`config.mk`:
```
export PLATFORM = sky130hd
export DESIGN_NAME = apb_master_flat
export DESIGN_NICKNAME = d
export VERILOG_FILES = /design/src/rtl/apb_pkg.sv /design/src/rtl/apb_master_if.sv /design/src/rtl/apb_cmd_fifo.sv /design/src/rtl/apb_master.sv /design/src/flat_wrapper.sv
export SDC_FILE = /design/constraint.sdc
export NUM_CORES = 1
export LEC_CHECK = 0
export ABC_AREA = 1
export CAP_MARGIN = 20
export CORE_MARGIN = 8
export CORE_UTILIZATION = 56
export CTS_BUF_LIST = sky130_fd_sc_hd__clkbuf_4 sky130_fd_sc_hd__clkbuf_8
export DETAILED_ROUTE_END_ITERATION = 8
export HOLD_SLACK_MARGIN = 0.12
export PLACE_DENSITY = 0.83
export SYNTH_ARGS = -nofsm -noshare
export SYNTH_HDL_FRONTEND = slang
export SYNTH_SLANG_ARGS = --single-unit
```
`constraint.sdc`:
```
create_clock -name clk -period 4.4 [get_ports clk]
set_input_delay 0.44 -clock clk [delete_from_list [all_inputs] [get_ports clk]]
set_output_delay 0.44 -clock clk [all_outputs]
set_load 0.1 [all_outputs]
```
`src/rtl/apb_pkg.sv`:
```
// rtl/apb_pkg.sv - shared states, response codes and command record for the APB master
package apb_pkg;

    typedef enum logic [1:0] {
        IDLE   = 2'd0,
        SETUP  = 2'd1,
        ACCESS = 2'd2
    } apb_state_e;

    typedef enum logic [1:0] {
        RSP_OK      = 2'b00,
        RSP_SLVERR  = 2'b01,
        RSP_TIMEOUT = 2'b10
    } rsp_err_e;

    localparam int CMD_ADDR_W = 6;
    localparam int CMD_DATA_W = 32;

    // Command record at the default bus geometry; the top rebuilds it at its own widths
    typedef struct packed {
        logic                    write;
        logic [CMD_ADDR_W-1:0]   addr;
        logic [CMD_DATA_W-1:0]   wdata;
        logic [CMD_DATA_W/8-1:0] strb;
    } cmd_t;

endpackage

```
`src/rtl/apb_master_if.sv`:
```
// rtl/apb_master_if.sv - command/response handshake plus APB bus bundle
interface apb_master_if #(
    parameter int ADDR_W = 6,
    parameter int DATA_W = 32
);
    logic                cmd_valid;
    logic                cmd_ready;
    logic                cmd_write;
    logic [ADDR_W-1:0]   cmd_addr;
    logic [DATA_W-1:0]   cmd_wdata;
    logic [DATA_W/8-1:0] cmd_strb;

    logic                rsp_valid;
    logic                rsp_ready;
    logic [DATA_W-1:0]   rsp_rdata;
    logic [1:0]          rsp_err;

    logic [ADDR_W-1:0]   paddr;
    logic [DATA_W-1:0]   pwdata;
    logic [DATA_W/8-1:0] pstrb;
    logic                pwrite;
    logic                psel;
    logic                penable;
    logic [DATA_W-1:0]   prdata;
    logic                pready;
    logic                pslverr;

    modport master (
        input  cmd_valid, cmd_write, cmd_addr, cmd_wdata, cmd_strb,
        output cmd_ready,
        output rsp_valid, rsp_rdata, rsp_err,
        input  rsp_ready,
        output paddr, pwdata, pstrb, pwrite, psel, penable,
        input  prdata, pready, pslverr
    );

    modport slave (
        output cmd_valid, cmd_write, cmd_addr, cmd_wdata, cmd_strb,
        input  cmd_ready,
        input  rsp_valid, rsp_rdata, rsp_err,
        output rsp_ready,
        input  paddr, pwdata, pstrb, pwrite, psel, penable,
        output prdata, pready, pslverr
    );

endinterface

```
`src/rtl/apb_cmd_fifo.sv`:
```
// rtl/apb_cmd_fifo.sv - in-order command queue, pointers carry an extra wrap bit
module apb_cmd_fifo
    import apb_pkg::*;
#(
    parameter int  DEPTH = 4,
    parameter type T     = cmd_t
) (
    input  logic clk,
    input  logic rst_n,
    input  logic push_i,
    input  T     din_i,
    output logic full_o,
    input  logic pop_i,
    output T     dout_o,
    output logic empty_o
);
    localparam int AW = $clog2(DEPTH);

    T              mem_q [DEPTH];
    logic [AW:0]   wptr_q, wptr_d;
    logic [AW:0]   rptr_q, rptr_d;
    logic          do_push;
    logic          do_pop;

    // Same index with differing wrap bits means the writer has lapped the reader
    assign full_o  = (wptr_q[AW] != rptr_q[AW]) && (wptr_q[AW-1:0] == rptr_q[AW-1:0]);
    assign empty_o = (wptr_q == rptr_q);
    assign do_push = push_i && !full_o;
    assign do_pop  = pop_i && !empty_o;
    assign dout_o  = mem_q[rptr_q[AW-1:0]];

    always_comb begin
        wptr_d = wptr_q;
        rptr_d = rptr_q;
        if (do_push) wptr_d = wptr_q + (AW+1)'(1);
        if (do_pop)  rptr_d = rptr_q + (AW+1)'(1);
    end

    always_ff @(posedge clk or negedge rst_n) begin
        if (!rst_n) begin
            wptr_q <= '0;
            rptr_q <= '0;
        end else begin
            wptr_q <= wptr_d;
            rptr_q <= rptr_d;
        end
    end

    always_ff @(posedge clk) begin
        if (do_push) mem_q[wptr_q[AW-1:0]] <= din_i;
    end

endmodule

```
`src/rtl/apb_master.sv`:
```
// rtl/apb_master.sv - APB master: queued commands run as SETUP/ACCESS transfers with
// a bounded wait and a single held response slot
module apb_master
    import apb_pkg::*;
#(
    parameter int ADDR_W  = 6,
    parameter int DATA_W  = 32,
    parameter int DEPTH   = 4,
    parameter int TIMEOUT = 16
) (
    input  logic         clk,
    input  logic         rst_n,
    apb_master_if.master bus_if
);
    localparam int SW = DATA_W / 8;
    localparam int TW = (TIMEOUT > 1) ? $clog2(TIMEOUT) : 1;
    localparam logic [TW-1:0] TMO_LAST = TW'((TIMEOUT > 0) ? TIMEOUT - 1 : 0);

    typedef struct packed {
        logic              write;
        logic [ADDR_W-1:0] addr;
        logic [DATA_W-1:0] wdata;
        logic [SW-1:0]     strb;
    } cmd_w_t;

    cmd_w_t fifo_din;
    cmd_w_t fifo_dout;
    logic   fifo_full;
    logic   fifo_empty;
    logic   fifo_pop;

    apb_state_e        state_q,     state_d;
    logic [ADDR_W-1:0] paddr_q,     paddr_d;
    logic [DATA_W-1:0] pwdata_q,    pwdata_d;
    logic [SW-1:0]     pstrb_q,     pstrb_d;
    logic              pwrite_q,    pwrite_d;
    logic [TW-1:0]     tmo_q,       tmo_d;
    logic              rsp_valid_q, rsp_valid_d;
    logic [DATA_W-1:0] rsp_rdata_q, rsp_rdata_d;
    rsp_err_e          rsp_err_q,   rsp_err_d;
    logic              rsp_free;

    assign fifo_din = '{write: bus_if.cmd_write,
                        addr:  bus_if.cmd_addr,
                        wdata: bus_if.cmd_wdata,
                        strb:  bus_if.cmd_strb};

    apb_cmd_fifo #(
        .DEPTH (DEPTH),
        .T     (cmd_w_t)
    ) u_cmd_fifo (
        .clk     (clk),
        .rst_n   (rst_n),
        .push_i  (bus_if.cmd_valid),
        .din_i   (fifo_din),
        .full_o  (fifo_full),
        .pop_i   (fifo_pop),
        .dout_o  (fifo_dout),
        .empty_o (fifo_empty)
    );

    // The slot is free next cycle if empty now or being consumed now, so SETUP
    // never overlaps a held response yet back-to-back transfers keep a 3-cycle pitch
    assign rsp_free = !rsp_valid_q || bus_if.rsp_ready;

    always_comb begin
        state_d     = state_q;
        paddr_d     = paddr_q;
        pwdata_d    = pwdata_q;
        pstrb_d     = pstrb_q;
        pwrite_d    = pwrite_q;
        tmo_d       = tmo_q;
        rsp_valid_d = rsp_valid_q;
        rsp_rdata_d = rsp_rdata_q;
        rsp_err_d   = rsp_err_q;
        fifo_pop    = 1'b0;

        if (rsp_valid_q && bus_if.rsp_ready) rsp_valid_d = 1'b0;

        unique case (state_q)
            IDLE: begin
                if (!fifo_empty && rsp_free) begin
                    fifo_pop = 1'b1;
                    paddr_d  = fifo_dout.addr;
                    pwdata_d = fifo_dout.wdata;
                    pwrite_d = fifo_dout.write;
                    pstrb_d  = fifo_dout.write ? fifo_dout.strb : '0;
                    state_d  = SETUP;
                end
            end
            SETUP: begin
                tmo_d   = '0;
                state_d = ACCESS;
            end
            ACCESS: begin
                // pready is tested first so a completion on the limit cycle is not aborted
                if (bus_if.pready) begin
                    state_d     = IDLE;
                    rsp_valid_d = 1'b1;
                    rsp_rdata_d = pwrite_q ? '0 : bus_if.prdata;
                    rsp_err_d   = bus_if.pslverr ? RSP_SLVERR : RSP_OK;
                end else if ((TIMEOUT != 0) && (tmo_q == TMO_LAST)) begin
                    state_d     = IDLE;
                    rsp_valid_d = 1'b1;
                    rsp_rdata_d = '0;
                    rsp_err_d   = RSP_TIMEOUT;
                end else begin
                    tmo_d = tmo_q + TW'(1);
                end
            end
            default: state_d = IDLE;
        endcase
    end

    always_ff @(posedge clk or negedge rst_n) begin
        if (!rst_n) begin
            state_q     <= IDLE;
            paddr_q     <= '0;
            pwdata_q    <= '0;
            pstrb_q     <= '0;
            pwrite_q    <= 1'b0;
            tmo_q       <= '0;
            rsp_valid_q <= 1'b0;
            rsp_rdata_q <= '0;
            rsp_err_q   <= RSP_OK;
        end else begin
            state_q     <= state_d;
            paddr_q     <= paddr_d;
            pwdata_q    <= pwdata_d;
            pstrb_q     <= pstrb_d;
            pwrite_q    <= pwrite_d;
            tmo_q       <= tmo_d;
            rsp_valid_q <= rsp_valid_d;
            rsp_rdata_q <= rsp_rdata_d;
            rsp_err_q   <= rsp_err_d;
        end
    end

    assign bus_if.cmd_ready = !fifo_full;
    assign bus_if.psel      = (state_q != IDLE);
    assign bus_if.penable   = (state_q == ACCESS);
    assign bus_if.paddr     = paddr_q;
    assign bus_if.pwdata    = pwdata_q;
    assign bus_if.pstrb     = pstrb_q;
    assign bus_if.pwrite    = pwrite_q;
    assign bus_if.rsp_valid = rsp_valid_q;
    assign bus_if.rsp_rdata = rsp_rdata_q;
    assign bus_if.rsp_err   = rsp_err_q;

endmodule

```
`src/flat_wrapper.sv`:
```
// flat-port wrapper written by rule: the top's interface ports become plain ports
module apb_master_flat import apb_pkg::*;
#(
    parameter int ADDR_W  = 6,
    parameter int DATA_W  = 32,
    parameter int DEPTH   = 4,
    parameter int TIMEOUT = 16
)
  (clk, rst_n, bus_if_cmd_valid, bus_if_cmd_write, bus_if_cmd_addr, bus_if_cmd_wdata, bus_if_cmd_strb, bus_if_cmd_ready, bus_if_rsp_valid, bus_if_rsp_rdata, bus_if_rsp_err, bus_if_rsp_ready, bus_if_paddr, bus_if_pwdata, bus_if_pstrb, bus_if_pwrite, bus_if_psel, bus_if_penable, bus_if_prdata, bus_if_pready, bus_if_pslverr);
  apb_master_if #(.ADDR_W(ADDR_W), .DATA_W(DATA_W)) bus_if_i ();
  input  logic clk;
  input  logic rst_n;
  input wire logic [$bits(bus_if_i.cmd_valid)-1:0] bus_if_cmd_valid;
  input wire logic [$bits(bus_if_i.cmd_write)-1:0] bus_if_cmd_write;
  input wire logic [$bits(bus_if_i.cmd_addr)-1:0] bus_if_cmd_addr;
  input wire logic [$bits(bus_if_i.cmd_wdata)-1:0] bus_if_cmd_wdata;
  input wire logic [$bits(bus_if_i.cmd_strb)-1:0] bus_if_cmd_strb;
  output wire logic [$bits(bus_if_i.cmd_ready)-1:0] bus_if_cmd_ready;
  output wire logic [$bits(bus_if_i.rsp_valid)-1:0] bus_if_rsp_valid;
  output wire logic [$bits(bus_if_i.rsp_rdata)-1:0] bus_if_rsp_rdata;
  output wire logic [$bits(bus_if_i.rsp_err)-1:0] bus_if_rsp_err;
  input wire logic [$bits(bus_if_i.rsp_ready)-1:0] bus_if_rsp_ready;
  output wire logic [$bits(bus_if_i.paddr)-1:0] bus_if_paddr;
  output wire logic [$bits(bus_if_i.pwdata)-1:0] bus_if_pwdata;
  output wire logic [$bits(bus_if_i.pstrb)-1:0] bus_if_pstrb;
  output wire logic [$bits(bus_if_i.pwrite)-1:0] bus_if_pwrite;
  output wire logic [$bits(bus_if_i.psel)-1:0] bus_if_psel;
  output wire logic [$bits(bus_if_i.penable)-1:0] bus_if_penable;
  input wire logic [$bits(bus_if_i.prdata)-1:0] bus_if_prdata;
  input wire logic [$bits(bus_if_i.pready)-1:0] bus_if_pready;
  input wire logic [$bits(bus_if_i.pslverr)-1:0] bus_if_pslverr;
  assign bus_if_i.cmd_valid = bus_if_cmd_valid;
  assign bus_if_i.cmd_write = bus_if_cmd_write;
  assign bus_if_i.cmd_addr = bus_if_cmd_addr;
  assign bus_if_i.cmd_wdata = bus_if_cmd_wdata;
  assign bus_if_i.cmd_strb = bus_if_cmd_strb;
  assign bus_if_cmd_ready = bus_if_i.cmd_ready;
  assign bus_if_rsp_valid = bus_if_i.rsp_valid;
  assign bus_if_rsp_rdata = bus_if_i.rsp_rdata;
  assign bus_if_rsp_err = bus_if_i.rsp_err;
  assign bus_if_i.rsp_ready = bus_if_rsp_ready;
  assign bus_if_paddr = bus_if_i.paddr;
  assign bus_if_pwdata = bus_if_i.pwdata;
  assign bus_if_pstrb = bus_if_i.pstrb;
  assign bus_if_pwrite = bus_if_i.pwrite;
  assign bus_if_psel = bus_if_i.psel;
  assign bus_if_penable = bus_if_i.penable;
  assign bus_if_i.prdata = bus_if_prdata;
  assign bus_if_i.pready = bus_if_pready;
  assign bus_if_i.pslverr = bus_if_pslverr;
  apb_master #(.ADDR_W(ADDR_W), .DATA_W(DATA_W), .DEPTH(DEPTH), .TIMEOUT(TIMEOUT)) u_core (.clk(clk), .rst_n(rst_n), .bus_if(bus_if_i));
endmodule
```
# Word-level counts from Yosys, hierarchy flattened
# Memories as Yosys holds them, arrays and structs flattened.
# Index checks and enable logic that the tools add are counted.
# totals
memories	1
ramBits	172
register_bits	90
word_cells	64
# op_classes
addsub	3
eq_ne	10
reduce_logical	17
mux	22
# mem_list
name	words	width	read_ports	rd_ports_with_merged_regs	wr	line	rtl
u_core.u_cmd_fifo.mem_q	4	43	1	0	1	apb_cmd_fifo.sv:19	T mem_q [DEPTH];
# ops
operator	count
32-bit 2-to-1 mux	3
4-bit 2-to-1 mux	3
2-bit 2-to-1 mux	5
1-bit 2-to-1 mux	9
4-bit one-hot mux with 2 select lines	1
3-bit by 1-bit adder with 3-bit output, second input constant	2
2-bit one-hot mux with 3 select lines	1
2-bit AND reduction	3
2-bit nonzero test	3
1-bit logical AND	5
4-bit by 1-bit adder with 4-bit output, second input constant	1
4-bit == test, second input constant	1
2-bit != test, second input constant	2
3-bit == test	1
1-bit logical NOT	3
3-bit by 1-bit != test with 1-bit output, second input constant	1
3-bit AND reduction	1
2-bit by 1-bit == test with 1-bit output, second input constant	1
2-bit == test	1
2-bit == test, second input constant	1
2-bit logical NOT	1
2-bit by 1-bit != test with 1-bit output, second input constant	1
1-bit logical OR	1
1-bit != test	1

# Depth between registers and ports, before layout
# logic_depth
depth_word	6
ltp_mapped	10
ltp_nobuf	7

# By module
# From an unflattened synthesis, not the netlist that was laid out.
# hier_totals
cells_unflattened	864
hier_area_um2	10357.4
# modules_own_cells
module	instances	area_each_um2	seq_area_each_um2	cells_per_inst
apb_cmd_fifo	1	6846.6	5315.1	476
apb_master	1	3510.9	2102.0	388

# Least setup slack after synthesis
# Ideal clock, no wire load.
# synth_path
path_kind	reg2reg
start	reg u_core.u_cmd_fifo.rptr_q[0]
end	mem u_core.u_cmd_fifo.mem_q[0][0] (netlist name) (enable)
synth_period_minus_slack_ns	4.254
path_stages_with_launch	9
n_path_buf	2
setup_time_ns	0.444
arrival_ns	3.810
required_time_ns	3.956
slack_ns	0.146
cell_sequence	dfrtp_1 buf_6 inv_6 buf_6 nand2_2 nand2_2 nand3b_1 nand2_1 nor2_1
# synth_between
elab_chain_len	6
# synth_rtl
item	line	rtl
start: declaration	apb_cmd_fifo.sv:21	logic [AW:0] rptr_q, rptr_d;
start signal: assignment	apb_cmd_fifo.sv:45	rptr_q <= rptr_d;
2-bit == test	apb_cmd_fifo.sv:26	assign full_o = (wptr_q[AW] != rptr_q[AW]) && (wptr_q[AW-1:0] == rptr_q[AW-1:0]);
1-bit logical AND	apb_cmd_fifo.sv:26	
1-bit logical NOT	n/a	
via bus_if_cmd_ready	flat_wrapper.sv:18	output wire logic [$bits(bus_if_i.cmd_ready)-1:0] bus_if_cmd_ready;
1-bit logical AND	apb_cmd_fifo.sv:28	assign do_push = push_i && !full_o;
1-bit 2-to-1 mux	apb_cmd_fifo.sv:50	if (do_push) mem_q[wptr_q[AW-1:0]] <= din_i;
1-bit 2-to-1 mux (implied by the code)	apb_cmd_fifo.sv:50	
end: declaration	apb_cmd_fifo.sv:19	
# The timed path passes the listed nets, and every way through them passes these cells.

# Worst setup path in the final report
# layout_path
start	reg u_core.u_cmd_fifo.rptr_q[0]
end	mem u_core.u_cmd_fifo.mem_q[3][34] (netlist name) (enable)
# layout_between
elab_chain_len	6
# layout_rtl
item	line
2-bit == test	apb_cmd_fifo.sv:26
1-bit logical AND	apb_cmd_fifo.sv:26
1-bit logical NOT	apb_cmd_fifo.sv:28
1-bit logical AND	apb_cmd_fifo.sv:28
1-bit 2-to-1 mux	apb_cmd_fifo.sv:50
1-bit 2-to-1 mux (implied by the code)	apb_cmd_fifo.sv:50
# Every way passes these cells.

==> results.py <==
metrics = {
    "yosys": {
        "synthCells": 946,
        "synth.top_cell.area_share": 0.496,
        "syn_area_per_cell_um2": 11.0,
        "synth_area_leader_cell": "edfxtp_1",
        "synth_fp_nets": 1033,
        "synth_cell_type_count": 24,
        "ys_warn_count": 0,
        "yosysSeqAreaShare": 0.712,
        "synth_area_um2": 10400,
        "ys_seq_elements": 262,
        "synth.area.top_cells": "edfxtp_1, dfrtp_1, nand2_1",
    },
    "place": {
        "dp_hpwl_um": 15500,
        "portBuffers": 161,
        "gp_congestion": 0.798,
    },
    "final_layout": {
        "fin_nets": 1198,
        "syn_to_final_growth_pct": 24.8,
        "nFillCells": 1233,
        "drive_gt1_frac": 0.0816,
    },
    "run": {
        "drv_cap": 0,
    },
    "drt": {
        "wirelength_um": 24800,
        "drtIter0Drc": 619,
        "wl_per_cell_um": 18.0,
        "via_count": 7435,
        "via_per_inst": 5.41,
        "route.detailed.drc": 0,
        "postRouteAntennaNets": 0,
        "drt_pass1_iterations": 5,
    },
    "setup_path": {
        "worstSetupPathType": "register to register",
        "startpoint_type": "register",
        "path_max_fanout": 90,
        "r2r-start": "u_core.u_cmd_fifo.rptr_q[0]",
        "cp.arrival_ns": 3.58,
        "required_ns": 4.60,
        "r2r_setup_slack_ns": 1.02,
        "cp-startpoint": "u_core.u_cmd_fifo.rptr_q[0]",
        "crit_path_end_kind": "register",
        "crit_chain": "inv_6 -> nand2_2 -> nand2_2 -> nand3b_1 -> nand2_1 -> nor2_4 -> buf_4",
        "r2r-end": "u_core.u_cmd_fifo.mem_q[3][34]",
        "cpMaxStageDelayCell": "dfrtp_4",
        "cpMostUsedCell": "nand2_2",
        "r2r_cells": 7,
        "cpPeakStageDelay_ns": 1.03,
    },
    "run_status": {
        "outcome": "finished clean",
    },
    "die": {
        "core_region_area_um2": 18500,
        "die_h_um": 152,
        "start_util": 0.564,
        "dieArea_um2": 23200,
        "fp-row-count": 50,
        "fp.dieW_um": 152,
        "io_pins": 162,
    },
    "clock_tree": {
        "cts_max_level": 2,
        "cts_buffers": 41,
        "cts_resized": 0,
        "cts.sinks": 262,
        "clk_pin_slew_ns": 0.06,
        "clock_latency_ns": 0.53,
        "clock_tree.root_cell": "clkbuf_8",
        "cts_tree": "yes",
        "clockBufferDepth": 3,
    },
    "sta": {
        "hold_viol_final": 0,
        "tightest_slew_ns": 1.05,
        "rsz0062_at_grt": "false",
        "post-route-period-util": 0.769,
        "drv_slew": 0,
        "timing.final.crit_period_ns": 3.38,
        "tns_ns": 0,
        "fmax_mhz": 296,
        "relSlewSlack": 0.301,
        "setup_viol": 0,
        "clock_skew_ns": 0.0110,
    },
    "min_path": {
        "hold_depth": 2,
        "hp-class": "register to register",
        "worstHoldStart": "u_core.bus_if.rsp_rdata[29]",
        "worst_hold_path.endpoint": "u_core.bus_if.rsp_rdata[29]",
    },
    "grt": {
        "grt_pass1_wl_um": 40300,
        "grt_pass1_vias": 7852,
        "grt_max_degree": 91,
        "antenna_found_initial": 0,
        "grt-ovfl-total": 0,
        "track_usage": 0.215,
    },
}
## per-layer routing
layer	part of all wire	track usage
met1	0.40	0.261
met4	0.021	0.0652
met5	0	0
met2	0.50	0.372
met3	0.073	0.0539
## sequential cells by signal, summed over array words and instances (netlist names)
name	count
u_core.bus_if.paddr	6
u_core.bus_if.pstrb	4
u_core.bus_if.pwdata	32
u_core.bus_if.pwrite	1
u_core.bus_if.rsp_err	2
u_core.bus_if.rsp_rdata	32
u_core.bus_if.rsp_valid	1
u_core.state_q	2
u_core.tmo_q	4
u_core.u_cmd_fifo.mem_q	172
u_core.u_cmd_fifo.rptr_q	3
u_core.u_cmd_fifo.wptr_q	3
## cells in the final DEF, fill, tap and decap left out, types with 2 or more instances in the layout
cell type        instances
a21oi_1                  2
buf_4                   11
clkbuf_4                17
clkbuf_8                45
clkdlybuf4s50_1        159
clkinv_1                 6
clkinvlp_4               2
dfrtp_1                 88
edfxtp_1               172
ha_1                     6
inv_1                   39
nand2_1                244
nand2_2                  2
nand3_1                 87
nor2_1                 154
nor2_4                   5
o21ai_0                 77
o21ai_1                  6
xnor2_1                  2
xor2_1                   2
## metrics by stage
| stage | cells | setup WS, ns | util | instance area (um^2) | hold WS, ns |
|---|---|---|---|---|---|
| 3_3_place_gp | 1300 | 1.28 | 0.658 | 12100 | 0.452 |
| 5_1_grt | 1374 | 0.898 | 0.704 | 13000 | 0.463 |
| 3_5_place_dp | 1300 | 1.10 | 0.658 | 12100 | 0.458 |
| 2_1_floorplan | 946 | 0.146 | - | 10400 | 0.144 |
| 4_1_cts | 1373 | 1.08 | 0.703 | 13000 | 0.456 |
| 6_report | 1375 | 1.02 | 0.704 | 13000 | 0.469 |
## worst max-delay path: cells and delay by family, from the launching register on
kind                   cells  cell delay (ns)
buffers and inverters      2             0.44
DFF                        1             1.03
and+or+nand+nor            5             1.48
## how the worst max path moves through the flow
stage | cells past startpoint | endpoint
finish | 7 | u_core.u_cmd_fifo.mem_q[3][34]
global route | 7 | u_core.u_cmd_fifo.mem_q[1][34]
CTS | 7 | u_core.u_cmd_fifo.mem_q[3][34]
detailed placement | 7 | u_core.u_cmd_fifo.mem_q[3][22]
global placement | 7 | u_core.u_cmd_fifo.mem_q[3][23]
floorplan | 8 | u_core.u_cmd_fifo.mem_q[0][0]
## area by class of cell
cell class | instances | area [um^2] | share of cell area
antenna | 1 | 2.50 | 0.000193
clock buffer | 62 | 747 | 0.0575
clock inverter | 10 | 72.6 | 0.00558
inverter | 41 | 159 | 0.0122
multi-input combinational | 593 | 2600 | 0.200
sequential | 262 | 7420 | 0.571
tap | 234 | 293 | 0.0225
timing repair buffer | 172 | 1700 | 0.131
## kinds of logic after synthesis
kind of cell / synth area share
DFF: 0.712
xor gates and xnor gates: 0.00493
adders and majority gates: 0.00721
buffers and inverters: 0.0417
and+or+nand+nor: 0.192
AOI/OAI and AO/OA: 0.0417
## synthesized netlist by cell type
| library cell | instances |
|---|---|
| nand2_2 | 2 |
| a22o_1 | 1 |
| nand3b_1 | 1 |
| buf_2 | 22 |
| o21ai_1 | 6 |
| clkinv_1 | 1 |
| dfrtp_1 | 90 |
| nand2_4 | 1 |
| xnor2_1 | 2 |
| clkbuf_1 | 19 |
| buf_6 | 7 |
| ha_1 | 6 |
| xnor2_2 | 1 |
| a21oi_1 | 2 |
| nand2_1 | 244 |
| xor2_1 | 2 |
| o21ai_0 | 77 |
| edfxtp_1 | 172 |
| inv_6 | 1 |
| inv_1 | 39 |
| nand3_4 | 1 |
| buf_4 | 2 |
| nand3_1 | 87 |
| nor2_1 | 160 |
## repair_timing
item,in CTS,in global routing
setup buffers,0,0
hold buffers,1,0
endpoints found under the hold margin,55,0
Power is not shown: default switching activity piles up to over one toggle a cycle in this logic, so the estimate is an artifact.
